===== config.mk =====
export PLATFORM = sky130hd
export DESIGN_NAME = program_loader
export DESIGN_NICKNAME = d
export VERILOG_FILES = /design/src/rtl/ul8_pkg.sv /design/src/rtl/uart_rx.sv /design/src/rtl/program_loader.sv
export SDC_FILE = /design/constraint.sdc
export NUM_CORES = 1
export LEC_CHECK = 0
export CAP_MARGIN = 30
export CORE_MARGIN = 1.5
export CORE_UTILIZATION = 30
export CTS_BUF_LIST = sky130_fd_sc_hd__clkbuf_8 sky130_fd_sc_hd__clkbuf_16
export DETAILED_ROUTE_END_ITERATION = 10
export PLACE_DENSITY_LB_ADDON = 0.2
export RECOVER_POWER = 25
export SLEW_MARGIN = 20
export SYNTH_ARGS = -nofsm -noshare
export SYNTH_HDL_FRONTEND = slang
export SYNTH_SLANG_ARGS = --single-unit

===== constraint.sdc =====
create_clock -name clk -period 8.4 [get_ports clk]
set_input_delay 0.84 -clock clk [delete_from_list [all_inputs] [get_ports clk]]
set_output_delay 0.84 -clock clk [all_outputs]
set_load 0.05 [all_outputs]

===== src/rtl/ul8_pkg.sv =====
// Shared UL8 definitions: instruction opcodes, memory geometry and the
// program-loader frame states.
package ul8_pkg;

  localparam logic [2:0] LDA = 3'd0;
  localparam logic [2:0] STV = 3'd1;
  localparam logic [2:0] ADD = 3'd2;
  localparam logic [2:0] NAN = 3'd3;
  localparam logic [2:0] JMP = 3'd4;
  localparam logic [2:0] JMN = 3'd5;
  localparam logic [2:0] NOT = 3'd6;
  localparam logic [2:0] HLT = 3'd7;

  localparam int         MEM_DEPTH = 32;
  localparam int         ADDR_W    = 5;
  localparam logic [7:0] SYNC_BYTE = 8'hA5;

  typedef enum logic [2:0] {
    F_WAIT_SYNC,
    F_LEN,
    F_DATA,
    F_SUM,
    F_DONE,
    F_ERR
  } frame_state_t;

endpackage


===== src/rtl/uart_rx.sv =====
// UART 8N1 receiver: 2-flop synchronizer, mid-bit sampling, one-cycle
// byte_valid / frame_err strobes.
module uart_rx #(
  parameter int CLKS_PER_BIT = 234
) (
  input  logic       clk,
  input  logic       reset,
  input  logic       rx,
  output logic       byte_valid,
  output logic       frame_err,
  output logic [7:0] data
);

  localparam int CNT_W = (CLKS_PER_BIT > 2) ? $clog2(CLKS_PER_BIT) : 1;
  localparam logic [CNT_W-1:0] BIT_LAST  = CNT_W'(CLKS_PER_BIT - 1);
  localparam logic [CNT_W-1:0] HALF_LAST = CNT_W'(CLKS_PER_BIT / 2 - 1);

  typedef enum logic [2:0] {
    RX_IDLE,
    RX_START,
    RX_DATA,
    RX_STOP,
    RX_WAIT_HIGH
  } rx_state_t;

  rx_state_t        state;
  logic             rx_meta, rx_sync, rx_prev;
  logic [CNT_W-1:0] cnt;
  logic [2:0]       bit_idx;
  logic [7:0]       shift;

  // Synchronizer flops come out of reset at the idle level so reset
  // release never looks like a start-bit edge.
  always_ff @(posedge clk or posedge reset) begin
    if (reset) begin
      rx_meta    <= 1'b1;
      rx_sync    <= 1'b1;
      rx_prev    <= 1'b1;
      state      <= RX_IDLE;
      cnt        <= '0;
      bit_idx    <= '0;
      shift      <= '0;
      data       <= '0;
      byte_valid <= 1'b0;
      frame_err  <= 1'b0;
    end else begin
      rx_meta    <= rx;
      rx_sync    <= rx_meta;
      rx_prev    <= rx_sync;
      byte_valid <= 1'b0;
      frame_err  <= 1'b0;
      case (state)
        RX_IDLE: begin
          cnt <= '0;
          if (rx_prev && !rx_sync) state <= RX_START;
        end
        RX_START: begin
          if (cnt == HALF_LAST) begin
            cnt     <= '0;
            bit_idx <= '0;
            state   <= rx_sync ? RX_IDLE : RX_DATA;
          end else begin
            cnt <= cnt + 1'b1;
          end
        end
        RX_DATA: begin
          if (cnt == BIT_LAST) begin
            cnt     <= '0;
            shift   <= {rx_sync, shift[7:1]};
            bit_idx <= bit_idx + 1'b1;
            if (bit_idx == 3'd7) state <= RX_STOP;
          end else begin
            cnt <= cnt + 1'b1;
          end
        end
        RX_STOP: begin
          if (cnt == BIT_LAST) begin
            cnt <= '0;
            if (rx_sync) begin
              byte_valid <= 1'b1;
              data       <= shift;
              state      <= RX_IDLE;
            end else begin
              frame_err <= 1'b1;
              state     <= RX_WAIT_HIGH;
            end
          end else begin
            cnt <= cnt + 1'b1;
          end
        end
        RX_WAIT_HIGH: begin
          if (rx_sync) state <= RX_IDLE;
        end
        default: state <= RX_IDLE;
      endcase
    end
  end

endmodule


===== src/rtl/program_loader.sv =====
// Serial program loader: accepts a SYNC/LEN/data/SUM frame over UART and
// writes it into UL8 RAM, holding the CPU in reset until a load succeeds.
module program_loader
  import ul8_pkg::*;
#(
  parameter int CLKS_PER_BIT  = 234,
  parameter int TIMEOUT_BYTES = 16
) (
  input  logic              clk,
  input  logic              reset,
  input  logic              rx,
  output logic              mem_we,
  output logic [ADDR_W-1:0] mem_addr,
  output logic [7:0]        mem_wdata,
  output logic              cpu_hold,
  output logic              busy,
  output logic              load_done,
  output logic              load_err
);

  localparam int TIMEOUT_CYCLES = TIMEOUT_BYTES * 10 * CLKS_PER_BIT;
  localparam int TMO_W          = $clog2(TIMEOUT_CYCLES + 1);
  localparam logic [TMO_W-1:0] TMO_LAST = TMO_W'(TIMEOUT_CYCLES - 1);

  logic       byte_valid, frame_err;
  logic [7:0] rx_data;

  uart_rx #(.CLKS_PER_BIT(CLKS_PER_BIT)) u_rx (
    .clk        (clk),
    .reset      (reset),
    .rx         (rx),
    .byte_valid (byte_valid),
    .frame_err  (frame_err),
    .data       (rx_data)
  );

  frame_state_t     state;
  logic [ADDR_W:0]  len_reg;
  logic [ADDR_W:0]  addr_reg;
  logic [7:0]       sum_reg;
  logic [TMO_W-1:0] tmo_reg;
  logic             in_frame;
  logic             timeout;
  logic             len_ok;

  // tmo_reg counts cycles elapsed since the most recent byte_valid, so the
  // abort lands exactly TIMEOUT_CYCLES after it.
  assign in_frame = (state == F_LEN) || (state == F_DATA) || (state == F_SUM);
  assign timeout  = in_frame && !byte_valid && (tmo_reg == TMO_LAST);
  assign len_ok   = (rx_data != 8'd0) && (rx_data <= 8'(MEM_DEPTH));

  always_ff @(posedge clk or posedge reset) begin
    if (reset) begin
      state     <= F_WAIT_SYNC;
      len_reg   <= '0;
      addr_reg  <= '0;
      sum_reg   <= '0;
      tmo_reg   <= '0;
      mem_we    <= 1'b0;
      mem_addr  <= '0;
      mem_wdata <= '0;
      cpu_hold  <= 1'b0;
      busy      <= 1'b0;
      load_done <= 1'b0;
      load_err  <= 1'b0;
    end else begin
      mem_we <= 1'b0;
      if (byte_valid)    tmo_reg <= TMO_W'(1);
      else if (in_frame) tmo_reg <= tmo_reg + 1'b1;

      // Status outputs change on the transition edge, so load_done/load_err
      // are already high during the one-cycle F_DONE/F_ERR states.
      case (state)
        F_WAIT_SYNC: begin
          if (byte_valid && rx_data == SYNC_BYTE) begin
            state     <= F_LEN;
            busy      <= 1'b1;
            cpu_hold  <= 1'b1;
            load_done <= 1'b0;
            load_err  <= 1'b0;
            addr_reg  <= '0;
            sum_reg   <= '0;
          end
        end
        F_LEN: begin
          if (byte_valid && len_ok) begin
            len_reg <= rx_data[ADDR_W:0];
            state   <= F_DATA;
          end else if (byte_valid || frame_err || timeout) begin
            state    <= F_ERR;
            load_err <= 1'b1;
            busy     <= 1'b0;
          end
        end
        F_DATA: begin
          if (byte_valid) begin
            mem_we    <= 1'b1;
            mem_addr  <= addr_reg[ADDR_W-1:0];
            mem_wdata <= rx_data;
            sum_reg   <= sum_reg + rx_data;
            addr_reg  <= addr_reg + 1'b1;
            if (addr_reg == len_reg - 1'b1) state <= F_SUM;
          end else if (frame_err || timeout) begin
            state    <= F_ERR;
            load_err <= 1'b1;
            busy     <= 1'b0;
          end
        end
        F_SUM: begin
          if (byte_valid && rx_data == sum_reg) begin
            state     <= F_DONE;
            load_done <= 1'b1;
            cpu_hold  <= 1'b0;
            busy      <= 1'b0;
          end else if (byte_valid || frame_err || timeout) begin
            state    <= F_ERR;
            load_err <= 1'b1;
            busy     <= 1'b0;
          end
        end
        F_DONE:  state <= F_WAIT_SYNC;
        F_ERR:   state <= F_WAIT_SYNC;
        default: state <= F_WAIT_SYNC;
      endcase
    end
  end

endmodule


# After elaboration in Yosys (flattened, before gate mapping)
# Index checks and enable logic that the tools add are counted.
# classes
n_reduce_logical	35
n_eq_ne	29
n_mux	57
magnitude_cmp	1
n_addsub	6
# ops
op	n
3-bit two-way mux	16
16-bit two-way mux	2
8-bit two-way mux	4
8-bit case mux with 3 select lines	1
1-bit two-way mux	22
2-bit by 1-bit != test with 1-bit output, second input constant	9
16-bit by 1-bit adder with 16-bit output, second input constant	1
16-bit equality test, second input constant	1
8-bit equality test, second input constant	2
8-bit case mux with 2 select lines	1
3-bit case mux with 5 select lines	1
3-bit AND reduction	5
3-bit by 2-bit equality test with 1-bit output, second input constant	4
6-bit two-way mux	2
3-bit case mux with 4 select lines	1
6-bit case mux with 2 select lines	1
6-bit AND reduction	2
8-bit by 1-bit adder with 8-bit output, second input constant	1
8-bit adder	1
8-bit by 7-bit equality test with 1-bit output, second input constant	1
8-bit equality test	1
8-bit by 6-bit less-or-equal comparator with 1-bit output, second input constant	1
2-bit != test, second input constant	4
1-bit case mux with 4 select lines	2
other kinds (22)	42
# totals
reg_bits	92
word_cells	150
input_bits	3
out_inout_bits	18

# Longest topological paths before layout
# logic_depth
word_depth	9
depth_mapped	9
depth_no_buf	8

# Modules after synthesis
# From an unflattened synthesis, not the netlist that was laid out.
# hier_totals
cells_unflattened	442
hier_area_um2	4797.1
# by_module_without_submodules
mod	instances	seq_area_each_um2	area_each_um2	cells_per_inst
program_loader	1	1426.4	3106.7	303
uart_rx	1	879.6	1690.4	139

# Least setup slack after synthesis
# OpenSTA, ideal clock, no wires.
# synth_path
path_type	register to register
start	register u_rx.data[1]
end	register busy
arrival_ps	1894
path_stages_with_launch	7
required_time_ps	8279
setup_time_ps	121
setup_slack_ps	6385
path_buffers	0
synth_period_minus_slack_ps	2015
path_cell_list	dfrtp_1 or3_4 or4_4 nand3_2 nor2_4 a2111o_1 a22o_1
# synth_between
elab_chain_len	5
elab_cells_between_ends	13
classes_between	order compare (1); eq/ne (4); mux (2); reduce/logical (6)
# synth_rtl
item	line_no	rtl
from (decl)	uart_rx.sv:11	output logic [7:0] data
from (signal assigned)	uart_rx.sv:81	data <= shift;
8-bit by 6-bit less-or-equal comparator with 1-bit output or 8-bit nonzero test (tied branches)	program_loader.sv:50	assign len_ok = (rx_data != 8'd0) && (rx_data <= 8'(MEM_DEPTH));
1-bit logical AND	program_loader.sv:50	
1-bit logical AND	program_loader.sv:86	if (byte_valid && len_ok) begin
2-bit != test (no source line)	-	
5-bit AND reduction (no source line)	-	
to (signal assigned)	program_loader.sv:63	busy <= 1'b0;
to (signal assigned)	program_loader.sv:92	busy <= 1'b0;
to (signal assigned)	program_loader.sv:106	busy <= 1'b0;
to (decl)	program_loader.sv:16	output logic busy,
# Parallel ways exist; a longest one is shown, timed or not.
# A chain may end at the register's enable or synchronous reset.

# Worst setup path after layout
# layout_path
start	register u_rx.byte_valid
end	register sum_reg[7]
# layout_between
elab_chain_len	3
elab_cells_between_ends	4
classes_between	eq/ne (2); reduce/logical (2)
# layout_rtl
item	line_no	rtl
from (decl)	uart_rx.sv:9	output logic byte_valid,
from (signal assigned)	uart_rx.sv:44	byte_valid <= 1'b0;
from (signal assigned)	uart_rx.sv:50	byte_valid <= 1'b0;
from (signal assigned)	uart_rx.sv:80	byte_valid <= 1'b1;
1-bit logical AND	program_loader.sv:75	if (byte_valid && rx_data == SYNC_BYTE) begin
2-bit != test (no source line)	-	
3-bit AND reduction (no source line) *	-	
to (signal assigned)	program_loader.sv:100	sum_reg <= sum_reg + rx_data;
to (decl)	program_loader.sv:40	logic [7:0] sum_reg;
# Every way passes the cells marked *; elsewhere a longest branch is shown, timed or not.

==> results.json <==
{
  "status": "finished with violations",
  "violations": "max-capacitance violations, max-slew violations",
  "fp.dieH_um": 126,
  "rows": 44,
  "hp-class": "reg2reg",
  "critical_path_arrival_ps": 3110,
  "cts-hold-fix-buffers": 0,
  "fin_nets": 488,
  "dr.pass1.iters": 4,
  "crit_cells": 4,
  "drive_gt1_share_pct": 10.5,
  "syn_to_final_growth_pct": 14.3,
  "gp_congestion": 0.790,
  "crit_start": "u_rx.byte_valid",
  "worstPathCellList": "nand3_1, inv_1, a21o_1, a21o_1",
  "largest_reg_flops": 16,
  "netlist_instances": 450,
  "finalWirelength_um": 9620,
  "cts-root-buf": "clkbuf_16",
  "rsz0062_at_grt": "false",
  "fin_util_pct": 35.5,
  "path_class": "reg2reg",
  "ff2ff_setup_slack_ps": 5590,
  "io_buffers": 20,
  "grt_overflow_total": 0,
  "path_buf_inv": 1,
  "netlist_area_sq_mm": 0.00456,
  "core_area_sq_mm": 0.0147,
  "path_clk_slew_ps": 60,
  "hold_viol_final": 0,
  "period_needed_ps": 2810,
  "vias": 3304,
  "cts_htree_levels": 3,
  "tightestPinTransition_ps": 1670,
  "p_per_area_mw_per_mm2": 184,
  "synth.distinct_cells": 58,
  "ys_ff_latch": 92,
  "drc": 0,
  "synth_edf_count": 0,
  "hold_start": "u_rx.rx_meta",
  "maxCapViolCount": 1,
  "ios": 21,
  "worstPathRequired_ps": 8690,
  "syn_nets": 469,
  "crit_path_frequent_cell": "a21o_1",
  "crit-reg2reg-capture": "sum_reg[7]",
  "crit_end": "sum_reg[7]",
  "layout_setup_ws_ps": 5590,
  "dpl.hpwl_um": 6600,
  "crit_family": "flip-flops",
  "cts_resized": 0,
  "drv_slew": 38,
  "antenna_found_initial": 0,
  "viasPerCell": 5.02,
  "skew_ps": 4.26,
  "max_slew_margin_pct": -11.9,
  "slowest_delay_ps": 860,
  "crit_path_end_kind": "register",
  "cts_tree": "done",
  "cts_sinks": 92,
  "start_util_pct": 31.1,
  "grt_pass1_wl_um": 16600,
  "synth_area_per_cell_sq_um": 10.1,
  "fp.dieW_um": 126,
  "grt_max_degree": 57,
  "cts_setup_buffers": 0,
  "slowest_stage": "dfrtp_1",
  "clockBufferDepth": 2,
  "vdd_ir_drop_max_mv": 0.109,
  "ys.flop_type": "dfrtp_1",
  "synthArstFlopShare_pct": 100,
  "ant_nets": 0,
  "ys_seq_area_share_pct": 50.5,
  "fill_cells": 1453,
  "grtUsageTotal_pct": 13.2,
  "tns_ps": 0,
  "finalCritPeriodShare_pct": 33.5,
  "first_global_vias": 3289,
  "dr.first_iter.drc_count": 158,
  "finalSetupViolCount": 0,
  "leakagePower_nw": 2.37,
  "r2r-start": "u_rx.byte_valid",
  "hold_ws_ps": 361,
  "fmaxAchievable_ghz": 0.355,
  "worst_r2r_path_depth": 4,
  "cts_buffers": 9,
  "cp-start-kind": "register",
  "cp_max_fo": 24,
  "synth_warnings": 0,
  "antenna_cells": 0,
  "clk_latency_ps": 350,
  "die_area_sq_mm": 0.0160,
  "wl_per_cell_um": 14.6,
  "place_ws_ps": 5500
}
==> cells in the final DEF, fill, tap and decap left out, types with 2 or more instances in the layout <==
master,synthesis,final
nor2_1,29,29
and3_1,6,6
o21a_1,2,2
o41ai_1,2,2
dfrtp_1,89,89
clkinvlp_4,0,2
o22ai_1,2,2
nor3_1,12,13
ha_1,15,15
nor4b_1,4,4
dlygate4sd3_1,0,2
clkbuf_16,0,9
nand2b_1,8,8
clkinv_4,0,2
or3_1,9,9
nand3_1,10,10
xnor2_1,10,10
mux2_2,21,21
dfstp_2,3,2
o21ai_0,27,27
o31ai_1,8,8
a21o_1,7,7
a21oi_1,23,23
nand4_1,7,8
nand2_1,76,76
inv_1,15,14
a22o_1,6,6
nand4b_1,2,2
xor2_1,13,13
clkbuf_8,2,3
nand3b_1,2,2
clkdlybuf4s50_1,0,18
==> power by group <==
group | switching, W | leakage (nW) | total, W | internal [W]
sequential | 0.0000283 | 1.26 | 0.000489 | 0.000461
combinational | 0.0000386 | 0.973 | 0.0000662 | 0.0000276
clock | 0.000176 | 0.141 | 0.000402 | 0.000226
==> cells in the mapped netlist (2+ instances only) <==
cell	count	area share, %
a21o_1	7	1.2
nor4b_1	4	0.77
nand2_1	76	6.2
o21ai_0	27	3.0
nor3_4	2	0.71
clkbuf_1	7	0.58
inv_1	15	1.2
clkbuf_8	2	0.60
mux2_2	21	5.2
dfstp_2	3	1.7
dfrtp_1	89	49
a22o_1	6	1.2
o41ai_1	2	0.38
nor2_1	29	2.4
nand2b_1	8	1.1
a21oi_1	23	2.5
o21a_1	2	0.33
nand3b_1	2	0.33
o22ai_1	2	0.27
or3_1	9	1.2
ha_1	15	4.1
buf_1	3	0.25
nand3_1	10	1.1
nand4_1	7	0.96
xnor2_1	10	1.9
nand4b_1	2	0.38
nor3_1	12	1.3
o31ai_1	8	1.3
xor2_1	13	2.5
and3_1	6	0.82
==> worst register-to-register path, cell delays in order, from the launching register on <==
cell,delay [ps]
dfrtp_1,860
nand3_1,820
inv_1,780
a21o_1,190
a21o_1,110
==> how the worst min path moves through the flow <==
stage | end | slack (ps) | cells past startpoint
2_1_floorplan | u_rx.rx_sync | 350 | 0
3_5_place_dp | u_rx.rx_sync | 350 | 0
6_report | u_rx.rx_sync | 360 | 0
5_1_grt | u_rx.rx_sync | 370 | 0
4_1_cts | u_rx.rx_sync | 360 | 0
3_3_place_gp | u_rx.rx_sync | 350 | 0
==> metrics by stage <==
step	instance area [sq um]	total power, W	instances
after global routing	5220	0.00101	658
after floorplan	4560	0.000545	450
after CTS	5230	0.000975	658
after global placement	4930	0.000564	642
after detailed placement	4930	0.000566	642
final	5220	0.000958	658
==> cells by family after synthesis <==
kind of cell    after synthesis  synth area share (%)
compound gates               88                  12.2
buf+inv                      28                  2.77
simple gates                181                  20.1
flops                        92                  50.5
xor+xnor                     23                  4.41
mux                          22                  5.40
fa+ha+maj                    16                  4.55
==> layout make-up <==
cell class	count	area (sq um)	share of cell area [%]
flip-flops and latches	92	2310	44.2
clock buffers	12	267	5.11
multi-input cells	330	2110	40.5
clock inverters	4	32.5	0.624
inverters	15	57.6	1.10
well taps	184	230	4.41
repair buffers	21	208	3.98
==> metal layers <==
metal	routed length, um	track usage, %	up-vias
li1	-	-	1621
met1	4740	17.6	1627
met2	4370	20.6	41
met3	221	1.86	15
met4	284	7.64	0
met5	0	0	-
(Power assumes the default switching activity.)
